`config.mk`:
```
export PLATFORM = sky130hd
export DESIGN_NAME = pipe_hazard_ctrl
export DESIGN_NICKNAME = d
export VERILOG_FILES = /design/src/rtl/pipe_ctrl_pkg.sv /design/src/rtl/pipe_hazard_ctrl_sat_counter.sv /design/src/rtl/pipe_hazard_ctrl.sv
export SDC_FILE = /design/constraint.sdc
export NUM_CORES = 1
export LEC_CHECK = 0
export CORE_ASPECT_RATIO = 1.1
export CORE_MARGIN = 2
export CORE_UTILIZATION = 40
export CTS_BUF_LIST = sky130_fd_sc_hd__clkbuf_4 sky130_fd_sc_hd__clkbuf_8
export DETAILED_ROUTE_END_ITERATION = 16
export DONT_BUFFER_PORTS = 1
export HOLD_SLACK_MARGIN = 0.08
export PLACE_DENSITY_LB_ADDON = 0.15
export SLEW_MARGIN = 20
export SYNTH_ARGS = -nofsm -noshare
export SYNTH_HDL_FRONTEND = slang
export SYNTH_HIERARCHICAL = 1
export SYNTH_SLANG_ARGS = --single-unit
```
`constraint.sdc`:
```
create_clock -name CLK -period 2.2 [get_ports CLK]
set_input_delay 0.11 -clock CLK [delete_from_list [all_inputs] [get_ports CLK]]
set_output_delay 0.11 -clock CLK [all_outputs]
set_load 0.1 [all_outputs]
```
`src/rtl/pipe_ctrl_pkg.sv`:
```
// ============================================================================
// pipe_ctrl_pkg : state encoding and ID/EX control-field widths
// Revision 1.0
// ============================================================================
`default_nettype none

package pipe_ctrl_pkg;

  typedef enum logic [1:0] {
    ST_RUN      = 2'd0,
    ST_FLUSH    = 2'd1,
    ST_MEM_WAIT = 2'd2
  } state_e;

  // Fields of the ID/EX register that IDEX_BUBBLE forces to zero
  localparam int ALUOP_W     = 2;
  localparam int ALUSRC_W    = 1;
  localparam int BRANCH_W    = 1;
  localparam int MEMREAD_W   = 1;
  localparam int MEMWRITE_W  = 1;
  localparam int REGWRITE_W  = 1;
  localparam int MEMTOREG_W  = 1;
  localparam int IDEX_CTRL_W = ALUOP_W + ALUSRC_W + BRANCH_W + MEMREAD_W
                             + MEMWRITE_W + REGWRITE_W + MEMTOREG_W;

endpackage

`default_nettype wire

```
`src/rtl/pipe_hazard_ctrl_sat_counter.sv`:
```
// ============================================================================
// sat_counter : W-bit saturating event counter with synchronous clear
// Revision 1.0
// ============================================================================
`default_nettype none

module sat_counter #(
  parameter int W = 16
) (
  input  logic         CLK,
  input  logic         RST,
  input  logic         CLR,
  input  logic         INC,
  output logic [W-1:0] Q
);

  logic [W-1:0] cnt_q;

  always_ff @(posedge CLK) begin
    if (RST) begin
      cnt_q <= '0;
    end else if (CLR) begin
      cnt_q <= '0;
    end else if (INC && (cnt_q != {W{1'b1}})) begin
      cnt_q <= cnt_q + {{(W-1){1'b0}}, 1'b1};
    end
  end

  assign Q = cnt_q;

endmodule

`default_nettype wire

```
`src/rtl/pipe_hazard_ctrl.sv`:
```
// ============================================================================
// pipe_hazard_ctrl : stall / flush / bubble sequencer for the 5-stage pipeline
// Revision 1.0
// ============================================================================
`default_nettype none

module pipe_hazard_ctrl
  import pipe_ctrl_pkg::*;
#(
  parameter int REG_W        = 5,
  parameter int FLUSH_CYCLES = 1,
  parameter int CNT_W        = 16
) (
  input  logic             CLK,
  input  logic             RST,
  input  logic [REG_W-1:0] ID_RS1,
  input  logic [REG_W-1:0] ID_RS2,
  input  logic             ID_USES_RS1,
  input  logic             ID_USES_RS2,
  input  logic [REG_W-1:0] EX_RD,
  input  logic             EX_MemRead,
  input  logic             EX_BRANCH_TAKEN,
  input  logic             MEM_BUSY,
  input  logic             CNT_CLR,
  output logic             PC_WRITE,
  output logic             IFID_WRITE,
  output logic             IFID_FLUSH,
  output logic             IDEX_WRITE,
  output logic             IDEX_BUBBLE,
  output logic [1:0]       STATE,
  output logic [CNT_W-1:0] STALL_CNT,
  output logic [CNT_W-1:0] FLUSH_CNT
);

  localparam logic [2:0] FLUSH_INIT = 3'(FLUSH_CYCLES - 1);

  state_e     state_q, state_d;
  logic [2:0] flush_rem_q, flush_rem_d;
  logic       ret_flush_q, ret_flush_d;
  logic       lu_hazard;
  logic       in_flush;

  assign lu_hazard = EX_MemRead && (EX_RD != '0) &&
                     ((ID_USES_RS1 && (EX_RD == ID_RS1)) ||
                      (ID_USES_RS2 && (EX_RD == ID_RS2)));

  always_ff @(posedge CLK) begin
    if (RST) begin
      state_q     <= ST_RUN;
      flush_rem_q <= 3'd0;
      ret_flush_q <= 1'b0;
    end else begin
      state_q     <= state_d;
      flush_rem_q <= flush_rem_d;
      ret_flush_q <= ret_flush_d;
    end
  end

  always_comb begin
    state_d     = state_q;
    flush_rem_d = flush_rem_q;
    ret_flush_d = ret_flush_q;
    PC_WRITE    = 1'b1;
    IFID_WRITE  = 1'b1;
    IFID_FLUSH  = 1'b0;
    IDEX_WRITE  = 1'b1;
    IDEX_BUBBLE = 1'b0;

    // MEM_WAIT resolves to whichever mode it froze; the unused code 3 acts as RUN
    case (state_q)
      ST_FLUSH:    in_flush = 1'b1;
      ST_MEM_WAIT: in_flush = ret_flush_q;
      default:     in_flush = 1'b0;
    endcase

    if (RST) begin
      PC_WRITE    = 1'b0;
      IFID_WRITE  = 1'b0;
      IFID_FLUSH  = 1'b1;
      IDEX_BUBBLE = 1'b1;
      state_d     = ST_RUN;
      flush_rem_d = 3'd0;
      ret_flush_d = 1'b0;
    end else if (MEM_BUSY) begin
      PC_WRITE    = 1'b0;
      IFID_WRITE  = 1'b0;
      IDEX_WRITE  = 1'b0;
      ret_flush_d = in_flush;
      state_d     = ST_MEM_WAIT;
    end else if (in_flush) begin
      IFID_FLUSH  = 1'b1;
      IDEX_BUBBLE = 1'b1;
      flush_rem_d = flush_rem_q - 3'd1;
      state_d     = (flush_rem_q <= 3'd1) ? ST_RUN : ST_FLUSH;
    end else begin
      state_d = ST_RUN;
      if (EX_BRANCH_TAKEN) begin
        IFID_FLUSH  = 1'b1;
        IDEX_BUBBLE = 1'b1;
        if (FLUSH_CYCLES > 1) begin
          flush_rem_d = FLUSH_INIT;
          state_d     = ST_FLUSH;
        end
      end else if (lu_hazard) begin
        PC_WRITE    = 1'b0;
        IFID_WRITE  = 1'b0;
        IDEX_BUBBLE = 1'b1;
      end
    end
  end

  assign STATE = state_q;

  sat_counter #(.W(CNT_W)) u_stall_cnt (
    .CLK (CLK),
    .RST (RST),
    .CLR (CNT_CLR),
    .INC (~PC_WRITE),
    .Q   (STALL_CNT)
  );

  sat_counter #(.W(CNT_W)) u_flush_cnt (
    .CLK (CLK),
    .RST (RST),
    .CLR (CNT_CLR),
    .INC (IFID_FLUSH),
    .Q   (FLUSH_CNT)
  );

endmodule

`default_nettype wire
```
==> results.sh, run 1 <==
export IMPL_status="finished, final reports clean"
export IMPL_grt_max_degree=16
export IMPL_end_kind="flip-flop"
export IMPL_hp_class="in -> reg"
export IMPL_synth_area_top_cells="dfxtp_1 33%, mux2i_1 5.2%, nand2_1 4.4%"
export IMPL_r2r_start="STATE[1]"
export IMPL_required_ps=2400
export IMPL_internal_power_w=0.000979
export IMPL_wl_per_cell_um=14.0
export IMPL_wl_mm=5.37
export IMPL_antenna_found_initial=0
export IMPL_root_buffer="clkbuf_8"
export IMPL_reg2reg_depth=10
export IMPL_ys_flop_type="dfxtp_1"
export IMPL_setup_violations=0
export IMPL_slowest_delay_ps=370
export IMPL_post_dp_hpwl_mm=3.94
export IMPL_gr_total_overflow=0
export IMPL_synth_nets=287
export IMPL_grt_first_pass_wirelength_mm=9.02
export IMPL_crit_fanout=6
export IMPL_worst_slew_pin_slew_ps=815
export IMPL_reg2reg_setup_slack_ps=70
export IMPL_grt_pass1_vias=1986
export IMPL_die_x_um=76.4
export IMPL_core_area_um2=5660
export IMPL_gp_congestion=0.785
export IMPL_crit_family="compound AO/OA/AOI/OAI gates"
export IMPL_worstPathArrival_ps=2330
export IMPL_power_frac_comb=0.134
export IMPL_irDropWorstVdd_mv=0.288
export IMPL_via_per_inst=5.45
export IMPL_crit_start="STATE[1]"
export IMPL_dieHeight_um=83.6
export IMPL_path_buf_inv=2
export IMPL_swShare=0.276
export IMPL_n_fill_cell=544
export IMPL_postRouteAntennaNets=0
export IMPL_area_delta_synth_final_pct=29.7
export IMPL_dieArea_um2=6390
export IMPL_syn_area_um2=2310
export IMPL_min_from="RST"
export IMPL_fin_skew_ps=10.7
export IMPL_cellLeakagePower_nw=1.12
export IMPL_antenna_cells=0
export IMPL_p_sw_w=0.000373
export IMPL_drtPass1Iterations=4
export IMPL_ys_seq_area_frac=0.330
export IMPL_max_slew_margin_rel=0.456
export IMPL_synth_top_cell_area_share=0.330
export IMPL_slew_viol_final=0
export IMPL_track_usage=0.168
export IMPL_clockPowerShare=0.351
export IMPL_min_to="ret_flush_q"
export IMPL_drc=0
export IMPL_synth_cell_types=51
export IMPL_maxCapViolCount=0
export IMPL_start_util=0.407
export IMPL_synthArstFlopShare=0
export IMPL_dpl_cell_count=370
export IMPL_cts_tree="done"
export IMPL_htreeDepth=2
export IMPL_ios=62
export IMPL_drive_gt1_frac=0.360
export IMPL_cts_sinks=38
export IMPL_hold_violations=0
export IMPL_critical_path_class="reg -> reg"
export IMPL_min_period_over_period=0.967
export IMPL_finalCriticalPeriod_ps=2130
export IMPL_powerDensity_nw_per_um2=452
export IMPL_nets=336
export IMPL_synth_top_area_cell="dfxtp_1"
export IMPL_fin_setup_tns_ps=0
export IMPL_cp_start_kind="flip-flop"
export IMPL_clock_fmax_ghz=0.470
export IMPL_yosysWarnings=6
export IMPL_synth_avg_cell_area_um2=8.94
export IMPL_rows=29
export IMPL_ys_ff_latch=38
export IMPL_vias=2100
export IMPL_p_seq_frac=0.514
export IMPL_clk_pin_slew_ps=80
export IMPL_path_cells="inv_2, ha_2, a21oi_4, nor2_4, o41ai_2, buf_4, and4_4, and3_4, a31oi_4, a311oi_2"
export IMPL_cts_buffer_depth=2
export IMPL_final_cells=385
export IMPL_synth_edf_count=0
export IMPL_insertion_delay_ps=290
export IMPL_rsz0062_at_grt="true"
export IMPL_portBuffers=0
export IMPL_syn_instance_count=258
export IMPL_slowest_stage="dfxtp_4"
export IMPL_numCtsBuffers=5
export IMPL_drt_iter0_markers=80
export IMPL_r2r_end="u_stall_cnt/Q[12]"
export IMPL_hold_path_depth=2
==> placed cells by master, fill, tap and decap left out, types with 8 or more instances in the layout <==
cell	Yosys	routed
xor2_1	8	8
dfxtp_1	38	36
a21oi_1	14	13
nor2_1	9	8
o21ai_0	9	9
mux2i_1	12	12
a211oi_2	2	8
or3_1	8	8
nand2_1	27	26
buf_4	3	48
==> area by class of cell <==
cell class / instances / area, um2 / share of cell area
multi-input combinational: 201 / 1590 / 0.532
sequential: 38 / 768 / 0.257
tap: 77 / 96.3 / 0.0322
inverter: 8 / 30.0 / 0.0100
clock inverter: 2 / 10.0 / 0.00335
timing repair buffer: 53 / 420 / 0.141
clock buffer: 6 / 76.3 / 0.0255
==> power groups by stage <==
stage,sequential (W),clock (W),combinational (W)
finish,0.000695,0.000475,0.000181
global route,0.000696,0.000522,0.000192
CTS,0.000695,0.000501,0.000182
detailed placement,0.000711,0,0.000169
global placement,0.000711,0,0.000168
floorplan,0.000743,0,0.000105
==> through the flow <==
stage	power [W]	setup WS (ps)	utilization	area (um2)	hold slack, ps
floorplan	0.000848	-209	-	2400	177
global placement	0.000879	-12.5	0.490	2770	181
detailed placement	0.000880	-78.2	0.490	2770	184
CTS	0.00138	6.55	0.518	2930	146
global route	0.00141	-42.1	0.529	2990	169
finish	0.00135	72.1	0.529	2990	169
==> sequential cells by signal, indices dropped and copies added, names as in the netlist <==
register       count
STATE              2
flush_rem_q        3
ret_flush_q        1
u_flush_cnt/Q     16
u_stall_cnt/Q     16
==> Yosys cell counts (6+ instances only) <==
| cell | instances |
|---|---|
| nor2_1 | 9 |
| xor2_1 | 8 |
| nor3_1 | 6 |
| or3_2 | 6 |
| a21oi_1 | 14 |
| nand4_1 | 6 |
| inv_1 | 8 |
| a211oi_1 | 7 |
| nand3_1 | 10 |
| a31oi_1 | 8 |
| dfxtp_1 | 38 |
| o21ai_0 | 9 |
| ha_1 | 6 |
| nand2_1 | 27 |
| or3_1 | 8 |
| and3_1 | 6 |
| mux2i_1 | 12 |
==> how the worst max path moves through the flow <==
stage,cells past startpoint,end,slack (ps)
2_1_floorplan,11,u_flush_cnt/Q[14],-210
3_3_place_gp,10,u_stall_cnt/Q[15],-10
6_report,10,u_stall_cnt/Q[12],70
4_1_cts,10,u_stall_cnt/Q[10],7
5_1_grt,10,u_stall_cnt/Q[12],-40
3_5_place_dp,10,u_stall_cnt/Q[9],-80
==> kinds of logic (layout without fill, tap and decap cells) <==
logic type / Yosys count / count (layout) / synth area share
xor+xnor: 12 / 12 / 0.0456
simple gates: 106 / 106 / 0.286
fa+ha+maj: 6 / 6 / 0.0326
mux: 12 / 12 / 0.0521
compound gates: 65 / 65 / 0.201
buf+inv: 19 / 69 / 0.0532
flops: 38 / 38 / 0.330
==> routing by layer <==
layer / share of wire / vias up / GRT usage
met1: 0.45 / 992 / 0.198
met2: 0.50 / 37 / 0.302
met4: 0.0054 / 0 / 0.0446
met3: 0.042 / 2 / 0.0433
li1: - / 1069 / -
met5: 0 / - / 0
==> timing repair <==
item | CTS | global route
endpoints found under the hold margin | 15 | 0
endpoints found under the setup margin | 5 | 13
setup buffers | 1 | 2
hold buffers | 4 | 0
gates resized for setup | 6 | 7
pin swaps | 3 | 6
(Power assumes the default switching activity.)
==> inputs of run 2 (changes only) <==
--- a/config.mk
+++ b/config.mk
@@ -7,7 +7,7 @@
 export LEC_CHECK = 0
 export CORE_ASPECT_RATIO = 1.1
 export CORE_MARGIN = 2
-export CORE_UTILIZATION = 40
+export CORE_UTILIZATION = 35
 export CTS_BUF_LIST = sky130_fd_sc_hd__clkbuf_4 sky130_fd_sc_hd__clkbuf_8
 export DETAILED_ROUTE_END_ITERATION = 16
 export DONT_BUFFER_PORTS = 1
==> run 2 against run 1 <==
Sequential share of layout area hardly changed. Worst setup slack better by 16 ps. Largest cell class unchanged. First-iteration DRC count is 51% lower.
==> results.sh, run 2 (synthesis results as in run 1) <==
export IMPL_slowest_stage="dfxtp_4"
export IMPL_clock_fmax_ghz=0.474
export IMPL_via_per_inst=5.39
export IMPL_max_slew_margin_rel=0.449
export IMPL_seq_area_um2=768
export IMPL_htreeDepth=2
export IMPL_root_buffer="clkbuf_8"
export IMPL_layout_commonest_cell="buf_4"
export IMPL_setup_violations=0
export IMPL_timing_critical_path_mode_cell="buf_4"
export IMPL_cellLeakagePower_nw=1.12
export IMPL_required_ps=2370
export IMPL_status="finished, final reports clean"
export IMPL_track_usage=0.158
export IMPL_drtPass1Iterations=4
export IMPL_insertion_delay_ps=290
export IMPL_dieHeight_um=89.1
export IMPL_final_cell_area_um2=2990
export IMPL_place_area_um2=2790
export IMPL_drive_gt1_frac=0.352
export IMPL_postRouteAntennaNets=0
export IMPL_final_cells=389
export IMPL_grt_pass1_vias=1954
export IMPL_cts_tree="done"
export IMPL_numCtsBuffers=5
export IMPL_multiInputGateArea_um2=1580
export IMPL_reg2reg_setup_slack_ps=90
export IMPL_core_area_um2=6480
export IMPL_powerDensity_nw_per_um2=457
export IMPL_final_cell_mix="49 x buf_4, 36 x dfxtp_1, 26 x nand2_1, 13 x a21oi_1, 12 x mux2i_1"
export IMPL_whs_ps=98.1
export IMPL_irDropWorstVdd_mv=0.274
export IMPL_slew_viol_final=0
export IMPL_fin_util=0.461
export IMPL_worstPathArrival_ps=2280
export IMPL_ios=62
export IMPL_drt_iter0_markers=39
export IMPL_crit_fanout=5
export IMPL_dieArea_um2=7250
export IMPL_maxCapViolCount=0
export IMPL_cp_start_kind="flip-flop"
export IMPL_clk_pin_slew_ps=80
export IMPL_fin_skew_ps=7.48
export IMPL_worst_slew_pin_slew_ps=823
export IMPL_start_util=0.356
export IMPL_cts_buffer_depth=2
export IMPL_grt_max_degree=16
export IMPL_min_period_over_period=0.960
export IMPL_critical_path_class="reg -> reg"
export IMPL_n_fill_cell=641
export IMPL_nets=337
export IMPL_wl_mm=5.64
export IMPL_wl_per_cell_um=14.5
export IMPL_path_cells="inv_2, ha_4, a21oi_4, nor2_4, o41ai_2, buf_4, and4_4, and3_4, buf_4, a41o_1, a21oi_1"
export IMPL_portBuffers=0
export IMPL_grt_first_pass_wirelength_mm=8.96
export IMPL_die_x_um=81.4
export IMPL_rows=31
export IMPL_slowest_delay_ps=370
export IMPL_post_dp_hpwl_mm=3.99
export IMPL_rsz0062_at_grt="true"
export IMPL_cts_sinks=38
export IMPL_antenna_cells=0
export IMPL_area_delta_synth_final_pct=29.5
export IMPL_dpl_cell_count=376
export IMPL_antenna_found_initial=0
export IMPL_gr_total_overflow=0
export IMPL_hp_class="in -> reg"
export IMPL_vias=2097
export IMPL_end_kind="flip-flop"
export IMPL_drc=0
export IMPL_hold_violations=0
export IMPL_gp_congestion=0.751
export IMPL_finalCriticalPeriod_ps=2110
[run 2: cell count changes in the layout (fill, tap and decap cells not counted), sizes merged]
cell / previous run / this run
clkinv: 2 / 0
buf: 49 / 50
[run 2: worst paths after layout]
| path | cells after the start | start | to |
|---|---|---|---|
| setup reg to reg | 11 | STATE[0] | u_stall_cnt/Q[14] |
| hold reg to reg | 2 | u_stall_cnt/Q[3] | u_stall_cnt/Q[3] |
| setup / recovery | 11 | STATE[0] | u_stall_cnt/Q[14] |
| hold / removal | 3 | MEM_BUSY | flush_rem_q[0] |
[run 2: layout make-up]
cell class,count,share of cell area
multi-input combinational,201,0.527
sequential,38,0.257
timing repair buffer,54,0.143
tap,82,0.0344
clock buffer,6,0.0276
inverter,8,0.0101
[run 2: stage by stage]
stage	setup TNS (ps)	worst slack, ps	power, W
2_1_floorplan	-2070	-209	0.000848
6_report	0	88.2	0.00137
4_1_cts	0	18.6	0.00138
3_3_place_gp	-49.2	-22.0	0.000879
3_5_place_dp	-247	-88.8	0.000880
5_1_grt	-30.6	-21.3	0.00143
[run 2: timing repair]
item,CTS,global route
resized for setup,5,6
pin swaps,1,4
setup buffers,0,3
endpoints found under the setup margin,8,10
endpoints found under the hold margin,15,0
hold buffers,4,0
cloned,0,0
[run 2: metal layers]
layer	GRT usage	up-vias	part of all wire	routed length, um
li1	-	1067	-	-
met1	0.179	996	0.42	2400
met2	0.293	29	0.53	2990
met3	0.0424	5	0.037	208
met4	0.0416	0	0.0090	51
met5	0	-	0	0
[run 2: worst max-delay path: cells and delay by family (launching register included)]
family / cells / cell delay (ps)
simple gates: 3 / 520
compound gates: 4 / 620
fa+ha+maj: 1 / 150
buf+inv: 3 / 350
flops: 1 / 370
[run 2: power by group]
| group | internal, W | total [W] | switching (W) |
|---|---|---|---|
| combinational | 0.0000564 | 0.000182 | 0.000126 |
| sequential | 0.000690 | 0.000694 | 0.00000425 |
| clock | 0.000242 | 0.000489 | 0.000247 |
| total | 0.000988 | 0.00137 | 0.000377 |
